[src/rtl/seg7_decoder.sv]
// Decodes an active-low 7-segment pattern back to a 3-bit digit once it has been stable,
// reporting each accepted pattern once. Optional error counter: SEG7_ERR_CNT_EN.
module seg7_decoder #(
    parameter int STABLE_CYCLES = 4,
    parameter int ERR_CNT_W     = 8
) (
    input  logic                 clk,
    input  logic                 rst,
    input  logic                 seg_en,
    input  logic [6:0]           seg_in,
    input  logic                 out_ready,
    output logic                 out_valid,
    output logic [2:0]           out_digit,
    output logic                 out_err,
    output logic                 overrun
`ifdef SEG7_ERR_CNT_EN
    ,
    input  logic                 err_clr,
    output logic [ERR_CNT_W-1:0] err_cnt
`endif
);

    localparam int CNT_W = (STABLE_CYCLES < 2) ? 1 : $clog2(STABLE_CYCLES);
    localparam logic [CNT_W-1:0] CNT_LAST = CNT_W'(STABLE_CYCLES - 1);
    localparam logic [6:0] SEG_BLANK = 7'h7F;

    typedef enum logic {S_WAIT, S_LOCK} state_t;

    state_t           state_q, state_d;
    logic [CNT_W-1:0] stab_cnt_q, stab_cnt_d;
    logic [6:0]       seg_q, seg_prev_q;
    logic             seg_chg;

    logic [2:0] dec_digit;
    logic       dec_legal;
    logic       dec_blank;
    logic       res_fire;

    logic       out_valid_q, out_valid_d;
    logic [2:0] out_digit_q, out_digit_d;
    logic       out_err_q, out_err_d;
    logic       overrun_q, overrun_d;

    // seg_prev_q lets the FSM see whether seg_q moved on the last edge.
    assign seg_chg = (seg_q != seg_prev_q);

    always_ff @(posedge clk) begin
        if (rst) begin
            seg_q      <= SEG_BLANK;
            seg_prev_q <= SEG_BLANK;
        end else begin
            seg_q      <= seg_in;
            seg_prev_q <= seg_q;
        end
    end

    always_comb begin
        dec_digit = 3'd0;
        dec_legal = 1'b1;
        dec_blank = 1'b0;
        case (seg_q)
            7'b1000000: dec_digit = 3'd0;
            7'b1111001: dec_digit = 3'd1;
            7'b0100100: dec_digit = 3'd2;
            7'b0110000: dec_digit = 3'd3;
            7'b0011001: dec_digit = 3'd4;
            7'b0010010: dec_digit = 3'd5;
            7'b0000010: dec_digit = 3'd6;
            7'b1111000: dec_digit = 3'd7;
            SEG_BLANK: begin
                dec_legal = 1'b0;
                dec_blank = 1'b1;
            end
            default:   dec_legal = 1'b0;
        endcase
    end

    // FSM: state register
    always_ff @(posedge clk) begin
        if (rst) begin
            state_q    <= S_WAIT;
            stab_cnt_q <= '0;
        end else begin
            state_q    <= state_d;
            stab_cnt_q <= stab_cnt_d;
        end
    end

    // FSM: next state
    always_comb begin
        state_d    = state_q;
        stab_cnt_d = stab_cnt_q;
        if (!seg_en) begin
            state_d    = S_WAIT;
            stab_cnt_d = '0;
        end else begin
            case (state_q)
                S_WAIT: begin
                    if (seg_chg)
                        stab_cnt_d = '0;
                    else if (stab_cnt_q == CNT_LAST)
                        state_d = S_LOCK;
                    else
                        stab_cnt_d = stab_cnt_q + 1'b1;
                end
                S_LOCK: begin
                    if (seg_chg) begin
                        state_d    = S_WAIT;
                        stab_cnt_d = '0;
                    end
                end
                default: state_d = S_WAIT;
            endcase
        end
    end

    // FSM: outputs (blank locks like a digit but yields no result)
    always_comb begin
        res_fire = 1'b0;
        if (seg_en && state_q == S_WAIT && !seg_chg && stab_cnt_q == CNT_LAST)
            res_fire = !dec_blank;
    end

    always_comb begin
        out_valid_d = out_valid_q;
        out_digit_d = out_digit_q;
        out_err_d   = out_err_q;
        overrun_d   = overrun_q;
        if (res_fire) begin
            if (!out_valid_q || out_ready) begin
                out_valid_d = 1'b1;
                out_digit_d = dec_legal ? dec_digit : 3'd0;
                out_err_d   = !dec_legal;
            end else begin
                overrun_d = 1'b1;
            end
        end else if (out_valid_q && out_ready) begin
            out_valid_d = 1'b0;
        end
    end

    always_ff @(posedge clk) begin
        if (rst) begin
            out_valid_q <= 1'b0;
            out_digit_q <= 3'd0;
            out_err_q   <= 1'b0;
            overrun_q   <= 1'b0;
        end else begin
            out_valid_q <= out_valid_d;
            out_digit_q <= out_digit_d;
            out_err_q   <= out_err_d;
            overrun_q   <= overrun_d;
        end
    end

    assign out_valid = out_valid_q;
    assign out_digit = out_digit_q;
    assign out_err   = out_err_q;
    assign overrun   = overrun_q;

`ifdef SEG7_ERR_CNT_EN
    logic [ERR_CNT_W-1:0] err_cnt_q, err_cnt_d;

    // Dropped error results still count.
    always_comb begin
        err_cnt_d = err_cnt_q;
        if (err_clr)
            err_cnt_d = '0;
        else if (res_fire && !dec_legal && err_cnt_q != '1)
            err_cnt_d = err_cnt_q + 1'b1;
    end

    always_ff @(posedge clk) begin
        if (rst) err_cnt_q <= '0;
        else     err_cnt_q <= err_cnt_d;
    end

    assign err_cnt = err_cnt_q;
`endif

endmodule

[config.mk]
export PLATFORM = sky130hd
export DESIGN_NAME = seg7_decoder
export DESIGN_NICKNAME = d
export VERILOG_FILES = /design/src/rtl/seg7_decoder.sv
export SDC_FILE = /design/constraint.sdc
export NUM_CORES = 1
export LEC_CHECK = 0
export ABC_AREA = 1
export ABC_CLOCK_PERIOD_IN_PS = 2500
export CAP_MARGIN = 20
export CORE_UTILIZATION = 40
export CTS_CLUSTER_DIAMETER = 150
export DETAILED_ROUTE_END_ITERATION = 7
export GPL_ROUTABILITY_DRIVEN = 0
export PLACE_DENSITY = 0.72
export SYNTH_ARGS = -nofsm -noshare
export SYNTH_HDL_FRONTEND = slang
export SYNTH_SLANG_ARGS = --single-unit
[constraint.sdc]
create_clock -name clk -period 2.5 [get_ports clk]
set_input_delay 0.25 -clock clk [delete_from_list [all_inputs] [get_ports clk]]
set_output_delay 0.25 -clock clk [all_outputs]
set_load 0.05 [all_outputs]
* After elaboration in Yosys (flattened, before gate mapping)
Cells that the tools add are included.
** Operators by class
- $add $sub $neg :: 1
- Eq/ne operators :: 14
- Multiplexer cells :: 16
- Bitwise logic cells :: 3
- Reduce and logical (&&, ||, !) cells :: 16
** Operator list (count)
- $eq 7x7->1 const B :: 4
- $pmux 3 s7 :: 1
- $eq 7x5->1 const B :: 2
- $eq 7x6->1 const B :: 2
- $mux 1 :: 9
- $reduce_and 2->1 :: 4
- $reduce_or 8->1 :: 1
- $eq 7x2->1 const B :: 1
- $ne 7x7->1 :: 1
- $mux 2 :: 3
- $logic_and 1x1->1 :: 4
- $logic_not 1->1 :: 4
- $ne 2x1->1 const B :: 2
- $pmux 2 s2 :: 1
- $mux 3 :: 1
- $ne 3x3->1 const B :: 1
- $not 1->1 :: 3
- $add 2x1->2 const B :: 1
- $eq 2x2->1 const B :: 1
- $pmux 1 s2 :: 1
- $reduce_bool 2->1 :: 1
- $reduce_or 2->1 :: 1
- $logic_or 1x1->1 :: 1
** Storage, ports and cells
- Register bits after elaboration :: 23
- Bits of input ports :: 11
- Output and inout port bits :: 6
- Word-level logic and storage cells :: 58

* Longest topological paths before layout
Gate-level depths: netlist of run 1.
- Depth after elaboration :: 7
- Depth in mapped cells :: 11
- Depth with buffers taken out :: 11

* Least setup slack after synthesis of run 1
OpenSTA, ideal clock, no wires.
- Path type :: flip-flop to flip-flop
- Start point :: register out_valid_q, in the netlist out_valid
- End point :: register out_digit_q[1], in the netlist out_digit[1]
- Data arrival time :: 1.139 ns
- Setup slack :: 1.248 ns
- Cell stages (with the launch flop) :: 8
- Path buffers :: 0
- Period minus slack after synthesis :: 1.252 ns
- Cell sequence :: dfxtp_1 > inv_1 > nor2_1 > inv_1 > nand3_4 > nand2_1 > nand2_1 > nor2_1
** On the way
- Word-level cells in the longest chain between the ends :: 3
** Ends and longest elaborated chain
- from (decl) :: line 39 : logic out_valid_q, out_valid_d;
- from (signal assigned) :: line 149 : out_valid_q <= out_valid_d;
- $logic_not 1->1 :: line 130 : if (!out_valid_q || out_ready) begin
- $logic_or 1x1->1 :: line 130
- $reduce_and 2->1 (no source line)
- to (signal assigned) :: line 150 : out_digit_q <= out_digit_d;
- to (decl) :: line 40 : logic [2:0] out_digit_q, out_digit_d;
No other way between the ends.
A chain may end at the register's enable or synchronous reset.

* Worst setup path after layout of run 1
- Start point :: register out_valid_q, in the netlist out_valid
- End point :: output out_valid
** RTL lines
- to (decl) :: line 12 : output logic out_valid,
No word-level cell between the ends.

==> key figures, run 1 <==
Status
  – Status: finished clean

Global routing
  – Grt total ovfl: 0
  – Largest net degree at the start of global routing: 13
  – Vias in the first global route: 873
  – First-pass GRT wire length: 3.32 mm
  – GRT Total Usage: 15.7%
  – Initial antenna violation count: 0

Floorplan
  – Die height: 53.9 µm
  – I/O Pins: 17
  – Starting Density: 42.8%
  – Core Area: 2520 µm²
  – Die area: 2910 µm²
  – # rows: 18
  – Die width: 53.9 µm

Setup path
  – Bufs and invs on worst path: 1
  – Worst path cell trace: clkdlybuf4s50_1
  – CP top delay family: buffers and inverters
  – Max stage delay cell, worst path: clkdlybuf4s50_1
  – Max incr delay on CP: 0.80 ns
  – Crit path arrival time: 1.47 ns
  – Crit. End Element: output pin
  – Worst Path Required: 2.25 ns
  – Setup crit start kind: register
  – Crit-path max FO: 2
  – Kind of critical path: reg -> out

Clocking
  – Clock slew at reported path FFs: 0.12 ns
  – TritonCTS clock tree: yes
  – CTS Hold Bufs: 0
  – Max Buffers Root-to-Sink: 2
  – Post-CTS Setup Bufs: 0
  – Clk root buf: clkbuf_4
  – Sink Count: 23
  – PostCTS Resize Cnt: 0
  – CTS Buf Count: 3
  – H-tree depth reported by CTS: 1
  – Clk_lat worst skew: 0.31 ns

Synthesis
  – FF+latch count, synth: 23
  – Most frequent cell after synthesis: nand2_1
  – Sequential share of the synthesized area: 42.7%
  – Syn nets: 178
  – Fraction of registers with async set/reset: 0%
  – Post-synth cell types: 18
  – Synth top area share: 42.7%
  – Ys flop type: dfxtp_1
  – Post-Syn Area: 1080 µm²
  – Mean Syn Cell Area: 6.50 µm²
  – Post-synth top cells: nand2_1, inv_1, nor2_1, dfxtp_1, nand3_1
  – Syn Inst Count: 166
  – Number of enable flip-flop cells after synthesis: 0
  – Synth area leader: dfxtp_1
  – Main area contributors after synthesis: dfxtp_1, nand2_1, inv_1
  – Syn. warnings: 0

Finish
  – # diodes: 0
  – Layout cell share with drive strength beyond 1: 8.70%
  – Area Overhead vs Synth: 19.7%
  – Cell Count, Final, Fillers Out: 214
  – Layout Nets: 197
  – Final Cell Area: 1290 µm²
  – Fillers: 263

Drt
  – TritonRoute pass-1 iters: 4
  – Routed WL: 1.79 mm
  – Wire length per cell: 8.38 µm
  – Vias: 955
  – Post-route ant nets: 0
  – Residual DRC: 0
  – Drt via density: 4.46
  – Iteration-0 DRC Markers: 17

Min path
  – Hold crit path type: reg -> reg

Power and ir drop
  – Static Leak: 0.688 nW
  – PwrDens: 480 nW/µm²
  – Worst vdd ir: 0.000309 V

Placement
  – Placement Cell Area: 1260 µm²
  – Hpwl dp: 1.43 mm
  – # port buffers: 16
  – DP Cell Count: 210

Timing
  – RSZ-0062 raised after global routing: no
  – Hold Fails Final Rpt: 0
  – Setup Viol. Count Final: 0
  – Skew final: 0.00311 ns
  – Crit share post-route: 68.9%
  – TNS Setup: 0 ns
  – Slew Limit Fails: 0
  – Fmax: 580 MHz
  – Slew @ Worst Pin: 0.494 ns
  – Tmin final: 1.72 ns
  – Slew margin rel.: 66.9%

Flow run
  – Max-Cap Viols: 0
==> cell type report <==
| cell class | instances | area [µm²] | share of cell area (%) |
|---|---|---|---|
| multi-input cells | 109 | 487 | 37.7 |
| flip-flops and latches | 23 | 460 | 35.7 |
| repair buffers | 16 | 160 | 12.4 |
| inverters | 32 | 120 | 9.30 |
| well taps | 30 | 37.5 | 2.91 |
| clock buffers | 4 | 26.3 | 2.03 |
==> logic make-up after synthesis <==
kind of cell               Yosys count  share of synthesized area [%]
and+or+nand+nor                    102                           40.8
buffers and inverters               34                           12.2
DFF                                 23                           42.7
AOI/OAI and AO/OA                    5                           2.32
xor gates and xnor gates             1                          0.812
adders and majority gates            1                           1.16
==> state kept, by name (all words and copies together) (netlist names) <==
| register | flops |
|---|---|
| seg_q | 7 |
| out_valid | 1 |
| stab_cnt_q | 2 |
| out_digit | 3 |
| out_err | 1 |
| seg_prev_q | 7 |
| overrun | 1 |
| state_q | 1 |
==> power by group <==
group          internal, mW  switching [mW]
Sequential            0.377          0.0106
Clock                0.0624           0.108
Combinational        0.0302          0.0315
Total                 0.470           0.150
==> through the flow <==
stage	utilization, %	hold WS [ns]	power [mW]	setup WS [ns]
floorplan	-	0.354	0.435	1.25
finish	51.2	0.467	0.620	0.777
detailed placement	50.1	0.447	0.458	0.972
CTS	51.2	0.467	0.622	0.780
global route	51.2	0.483	0.647	0.726
global placement	50.1	0.444	0.457	1.02
==> worst paths after layout <==
| check | startpoint | endpoint | slack, ns | cells past startpoint |
|---|---|---|---|---|
| setup / recovery | out_valid$_SDFFE_PP0P_ | out_valid | 0.78 | 1 |
| hold / removal | overrun$_SDFFE_PP0P_ | overrun$_SDFFE_PP0P_ | 0.47 | 2 |
| setup reg to reg | seg_q[5]$_SDFF_PP1_ | out_err$_SDFFE_PP0P_ | 1.12 | 9 |
| hold reg to reg | overrun$_SDFFE_PP0P_ | overrun$_SDFFE_PP0P_ | 0.47 | 2 |
==> layout by cell type, fill, tap and decap left out, drive strengths merged, types with 2 or more instances in the layout <==
master	n
nor2	27
nor3	3
nand3	9
inv	32
or2	7
dfxtp	23
a21oi	3
nand2	55
o21ai	2
clkdlybuf4s50	16
clkbuf	4
==> routing by layer <==
| metal | GRT usage (%) | vias up | part of all wire (%) |
|---|---|---|---|
| li1 | - | 521 | - |
| met1 | 19.1 | 411 | 48 |
| met2 | 25.5 | 16 | 45 |
| met3 | 2.26 | 7 | 3.6 |
| met4 | 10.5 | 0 | 2.8 |
| met5 | 0 | - | 0 |
(Power assumes the default switching activity.)
==> run 2, diff against run 1 <==
--- a/config.mk
+++ b/config.mk
@@ -6,13 +6,13 @@
 export NUM_CORES = 1
 export LEC_CHECK = 0
 export ABC_AREA = 1
-export ABC_CLOCK_PERIOD_IN_PS = 2500
+export ABC_CLOCK_PERIOD_IN_PS = 1500
 export CAP_MARGIN = 20
 export CORE_UTILIZATION = 40
 export CTS_CLUSTER_DIAMETER = 150
 export DETAILED_ROUTE_END_ITERATION = 7
 export GPL_ROUTABILITY_DRIVEN = 0
-export PLACE_DENSITY = 0.72
+export PLACE_DENSITY = 0.75
 export SYNTH_ARGS = -nofsm -noshare
 export SYNTH_HDL_FRONTEND = slang
 export SYNTH_SLANG_ARGS = --single-unit
==> constraint.sdc (replaced) <==
create_clock -name clk -period 1.5 [get_ports clk]
set_input_delay 0.15 -clock clk [delete_from_list [all_inputs] [get_ports clk]]
set_output_delay 0.15 -clock clk [all_outputs]
set_load 0.05 [all_outputs]
==> run 2 against run 1 <==
  * Non-clock buffer count rose by 2
  * Largest cell class unchanged
  * Clock skew rose by 0.0043 ns
  * Power rose by 69%
  * Highest routed layer unchanged
  * Via count rose by 7.3%
  * Worst hold slack got worse by 0.073 ns
  * Combinational power rose by 82%
  * Routed wire length rose by 18%
  * Die area did not move
  * Sequential cell count did not move
  * Sequential share of layout area rose by 0.12 points
==> key figures, run 2 (synthesis gave the netlist of run 1 again) <==
Finish
  – Most frequent cells in the layout: nand2_1, inv_1, nor2_1
  – Register area: 464 µm²
  – Layout cell share with drive strength beyond 1: 15.1%
  – Cell Count, Final, Fillers Out: 216
  – Layout Nets: 199
  – Leading cell type in the layout, fill and taps excluded: nand2_1
  – Area Overhead vs Synth: 20.3%
  – Fillers: 243
  – Share of the core filled with cells: 51.4%
  – Area of the multi-input gates: 489 µm²
  – # diodes: 0

Clocking
  – Max Buffers Root-to-Sink: 2
  – H-tree depth reported by CTS: 1
  – Clk root buf: clkbuf_4
  – Clk_lat worst skew: 0.31 ns
  – Clock slew at reported path FFs: 0.13 ns
  – Sink Count: 23
  – CTS Buf Count: 3
  – TritonCTS clock tree: yes

Timing
  – Slew margin rel.: 81.8%
  – Tmin final: 1.38 ns
  – RSZ-0062 raised after global routing: yes
  – Skew final: 0.00740 ns
  – Slew @ Worst Pin: 0.270 ns
  – Slew Limit Fails: 0
  – WHS: 0.394 ns
  – Crit share post-route: 91.9%
  – Hold Fails Final Rpt: 0
  – Fmax: 726 MHz
  – Setup Viol. Count Final: 0

Setup path
  – Setup crit start kind: register
  – Worst Path Required: 1.76 ns
  – Crit. End Element: register
  – Crit path arrival time: 1.63 ns
  – Crit-path max FO: 8
  – Kind of critical path: reg -> reg

Global routing
  – Largest net degree at the start of global routing: 13
  – GRT Total Usage: 17.8%
  – Initial antenna violation count: 0
  – Vias in the first global route: 943
  – Grt total ovfl: 0
  – First-pass GRT wire length: 3.73 mm

Floorplan
  – Die width: 53.9 µm
  – Die area: 2910 µm²
  – Core Area: 2520 µm²
  – # rows: 18
  – Starting Density: 42.8%
  – Die height: 53.9 µm
  – I/O Pins: 17

Placement
  – # port buffers: 16
  – DP Cell Count: 212
  – Hpwl dp: 1.69 mm

Drt
  – Vias: 1,025
  – Post-route ant nets: 0
  – Residual DRC: 0
  – Routed WL: 2.11 mm
  – Iteration-0 DRC Markers: 19
  – TritonRoute pass-1 iters: 4
  – Drt via density: 4.75
  – Wire length per cell: 9.78 µm

Power and ir drop
  – Worst vdd ir: 0.000601 V
  – Total power draw: 1.05 mW
  – Static Leak: 0.709 nW
  – PwrDens: 806 nW/µm²

Status
  – Status: finished clean

Flow run
  – Max-Cap Viols: 0

Min path
  – Hold crit path type: in -> reg
==> run 2: cell count changes in the layout (fill, tap and decap cells not counted) <==
| cell | change |
|---|---|
| dfxtp_2 | +3 |
| nor2_1 | -1 |
| buf_4 | +8 |
| dfxtp_1 | -3 |
| nor2_2 | +1 |
| clkdlybuf4s50_1 | -6 |
==> run 2: repair_timing <==
action / in CTS / in global routing
setup buffers: 0 / 0
endpoints found under the setup margin: 0 / 3
hold buffers: 0 / 0
gates resized for setup: 0 / 4
==> run 2: per-stage QoR <==
step	area, µm²	setup WS [ns]	setup TNS, ns
2_1_floorplan	1080	0.248	0
3_3_place_gp	1260	0.155	0
3_5_place_dp	1260	0.0811	0
4_1_cts	1290	0.0725	0
5_1_grt	1300	-0.00610	-0.00610
6_report	1300	0.122	0
==> run 2: area by class of cell <==
cell class                 count  area share [%]
clock buffer                   4            2.03
inverter                      32            9.26
multi-input combinational    109            37.7
sequential                    23            35.8
tap                           30            2.89
timing repair buffer          18            12.3
==> run 2: power by group <==
group	total, mW	switching (mW)	internal (mW)	leakage [nW]
clock network	0.285	0.181	0.104	0.0150
registers	0.649	0.0190	0.630	0.188
logic	0.112	0.0581	0.0542	0.506
==> run 2: layer usage <==
layer	vias up	global-route usage, %	wire length (µm)
met4	0	8.77	42
met1	448	20.1	904
li1	526	-	-
met5	-	0	0
met3	6	3.11	106
met2	45	31.7	1060
==> run 2: worst paths after layout <==
path | start | end | slack, ns | depth (start not counted)
setup / recovery | seg_q[2]$_SDFF_PP1_ | out_err$_SDFFE_PP0P_ | 0.12 | 10
hold / removal | seg_in[3] | seg_q[3]$_SDFF_PP1_ | 0.39 | 2
setup reg to reg | seg_q[2]$_SDFF_PP1_ | out_err$_SDFFE_PP0P_ | 0.12 | 10
hold reg to reg | overrun$_SDFFE_PP0P_ | overrun$_SDFFE_PP0P_ | 0.46 | 2
==> run 2: critical path, stage by stage (launching register included) <==
cell and delay [ns]:
dfxtp_1 0.46, inv_2 0.07, nand2_1 0.06, nand2_1 0.05, nor2_1 0.10, nand2_1 0.13, nor2_4 0.14, nand3_4 0.12
nand2_1 0.08, nand2_1 0.04, nor2_1 0.09
==> run 3, diff against run 2 <==
--- a/config.mk
+++ b/config.mk
@@ -13,6 +13,8 @@
 export DETAILED_ROUTE_END_ITERATION = 7
 export GPL_ROUTABILITY_DRIVEN = 0
 export PLACE_DENSITY = 0.75
+export RECOVER_POWER = 100
+export SKIP_LAST_GASP = 1
 export SYNTH_ARGS = -nofsm -noshare
 export SYNTH_HDL_FRONTEND = slang
 export SYNTH_SLANG_ARGS = --single-unit
==> run 3 against run 2 <==
  * Count of clock-buffer cells in the layout did not move
  * Fmax fell by 1.2%
  * Highest routed layer unchanged
  * Critical endpoint is now out_digit[0]$_SDFFE_PP0P_
  * Largest power group unchanged
  * Worst hold slack barely moved
==> key figures, run 3 (synthesis gave the netlist of run 1 again) <==
Setup path
  – Worst Path Required: 1.72 ns
  – Crit. End Element: register
  – R2R cell count: 8
  – Crit-path max FO: 6
  – Max stage delay cell, worst path: dfxtp_1
  – Critical R2R Capture: out_digit[0]$_SDFFE_PP0P_
  – Setup crit start kind: register
  – Crit path arrival time: 1.62 ns
  – Bufs and invs on worst path: 1
  – Worst path cell trace: inv_1 > nand2_1 > nand2_1 > nand3_1 > nor3_1 > nand3_1 > nand2_1 > nor2_1
  – R2R setup slack: 0.11 ns
  – Crit-path most repeated cell: nand2_1
  – Worst r2r src: seg_q[6]$_SDFF_PP1_
  – Kind of critical path: reg -> reg
  – Max incr delay on CP: 0.37 ns
  – CP top delay family: simple AND/OR/NAND/NOR gates

Floorplan
  – Die width: 53.9 µm
  – # rows: 18
  – Core Area: 2520 µm²
  – Starting Density: 42.8%
  – Die area: 2910 µm²
  – Die height: 53.9 µm
  – I/O Pins: 17

Clocking
  – Clk_lat worst skew: 0.31 ns
  – Sink Count: 23
  – Clock slew at reported path FFs: 0.12 ns
  – Clk root buf: clkbuf_4
  – H-tree depth reported by CTS: 1
  – CTS Buf Count: 3
  – TritonCTS clock tree: yes
  – Max Buffers Root-to-Sink: 2
  – Post-CTS Setup Bufs: 0

Drt
  – Vias: 1,009
  – Iteration-0 DRC Markers: 20
  – Residual DRC: 0
  – Wire length per cell: 9.83 µm
  – TritonRoute pass-1 iters: 4
  – Drt via density: 4.67
  – Post-route ant nets: 0
  – Routed WL: 2.12 mm

Timing
  – Fmax: 717 MHz
  – Skew final: 0.00627 ns
  – Hold Fails Final Rpt: 0
  – Setup Viol. Count Final: 0
  – Crit share post-route: 93.0%
  – Slew margin rel.: 60.2%
  – Slew Limit Fails: 0
  – Tmin final: 1.39 ns
  – RSZ-0062 raised after global routing: yes
  – Slew @ Worst Pin: 0.600 ns
  – TNS Setup: 0 ns
  – WHS: 0.395 ns

Finish
  – Layout cell share with drive strength beyond 1: 10.8%
  – # diodes: 0
  – Cell Count, Final, Fillers Out: 216
  – Most frequent cells in the layout: nand2_1, inv_1, nor2_1
  – Share of the core filled with cells: 50.4%
  – Leading cell type in the layout, fill and taps excluded: nand2_1
  – Layout Nets: 199
  – Area Overhead vs Synth: 18.0%

Placement
  – DP Cell Count: 212
  – Hpwl dp: 1.69 mm
  – # port buffers: 16

Global routing
  – GRT Total Usage: 17.8%
  – Grt total ovfl: 0
  – Largest net degree at the start of global routing: 13
  – First-pass GRT wire length: 3.73 mm
  – Initial antenna violation count: 0
  – Vias in the first global route: 943

Power and ir drop
  – PwrDens: 821 nW/µm²
  – Static Leak: 0.684 nW
  – Worst vdd ir: 0.000601 V

Status
  – Status: finished clean

Min path
  – Min-Delay Endpoint: seg_q[3]$_SDFF_PP1_
  – Hold depth: 2
  – Hold crit path type: in -> reg
  – HP Start: seg_in[3]

Flow run
  – Max-Cap Viols: 0
==> run 3: power breakdown <==
part	switching (mW)	internal [mW]	total, mW
logic	0.0578	0.0542	0.112
clock network	0.180	0.104	0.284
registers	0.0191	0.629	0.648
==> run 3: layout make-up <==
cell class | count | area (µm²)
Inverter | 32 | 120
Clock buffer | 4 | 26.3
Multi-Input combinational cell | 109 | 489
Fill cell | 250 | 1250
Sequential cell | 23 | 462
Tap cell | 30 | 37.5
Timing Repair Buffer | 18 | 138
==> run 3: worst max-delay path by stage <==
stage | startpoint | end | slack, ns | cells past startpoint
after global routing | seg_q[6]$_SDFF_PP1_ | out_digit[0]$_SDFFE_PP0P_ | -0.02 | 8
after floorplan | out_valid$_SDFFE_PP0P_ | out_digit[1]$_SDFFE_PP0P_ | 0.25 | 7
after detailed placement | seg_q[5]$_SDFF_PP1_ | out_err$_SDFFE_PP0P_ | 0.08 | 9
after global placement | seg_en | out_digit[0]$_SDFFE_PP0P_ | 0.15 | 8
final | seg_q[6]$_SDFF_PP1_ | out_digit[0]$_SDFFE_PP0P_ | 0.11 | 8
after CTS | seg_q[5]$_SDFF_PP1_ | out_err$_SDFFE_PP0P_ | 0.07 | 9
==> run 3: what timing repair did <==
item	in CTS	in global routing
resized for setup	0	2
setup endpoints to repair	0	3
hold buffers	0	0
==> run 3: routing by layer <==
metal / vias to the layer above / wire length, µm / global-route usage, % / share of wire, %
li1: 526 / - / - / -
met3: 6 / 106 / 3.11 / 5.0
met4: 0 / 42 / 8.77 / 2.0
met2: 38 / 1080 / 31.7 / 51
met1: 439 / 892 / 20.1 / 42
met5: - / 0 / 0 / 0
==> run 3: stage by stage <==
step / area [µm²] / worst slack [ns] / power [mW]
finish: 1270 / 0.106 / 1.04
global route: 1270 / -0.0235 / 1.09
floorplan: 1080 / 0.248 / 0.725
global placement: 1260 / 0.155 / 0.766
detailed placement: 1260 / 0.0811 / 0.772
CTS: 1290 / 0.0725 / 1.05
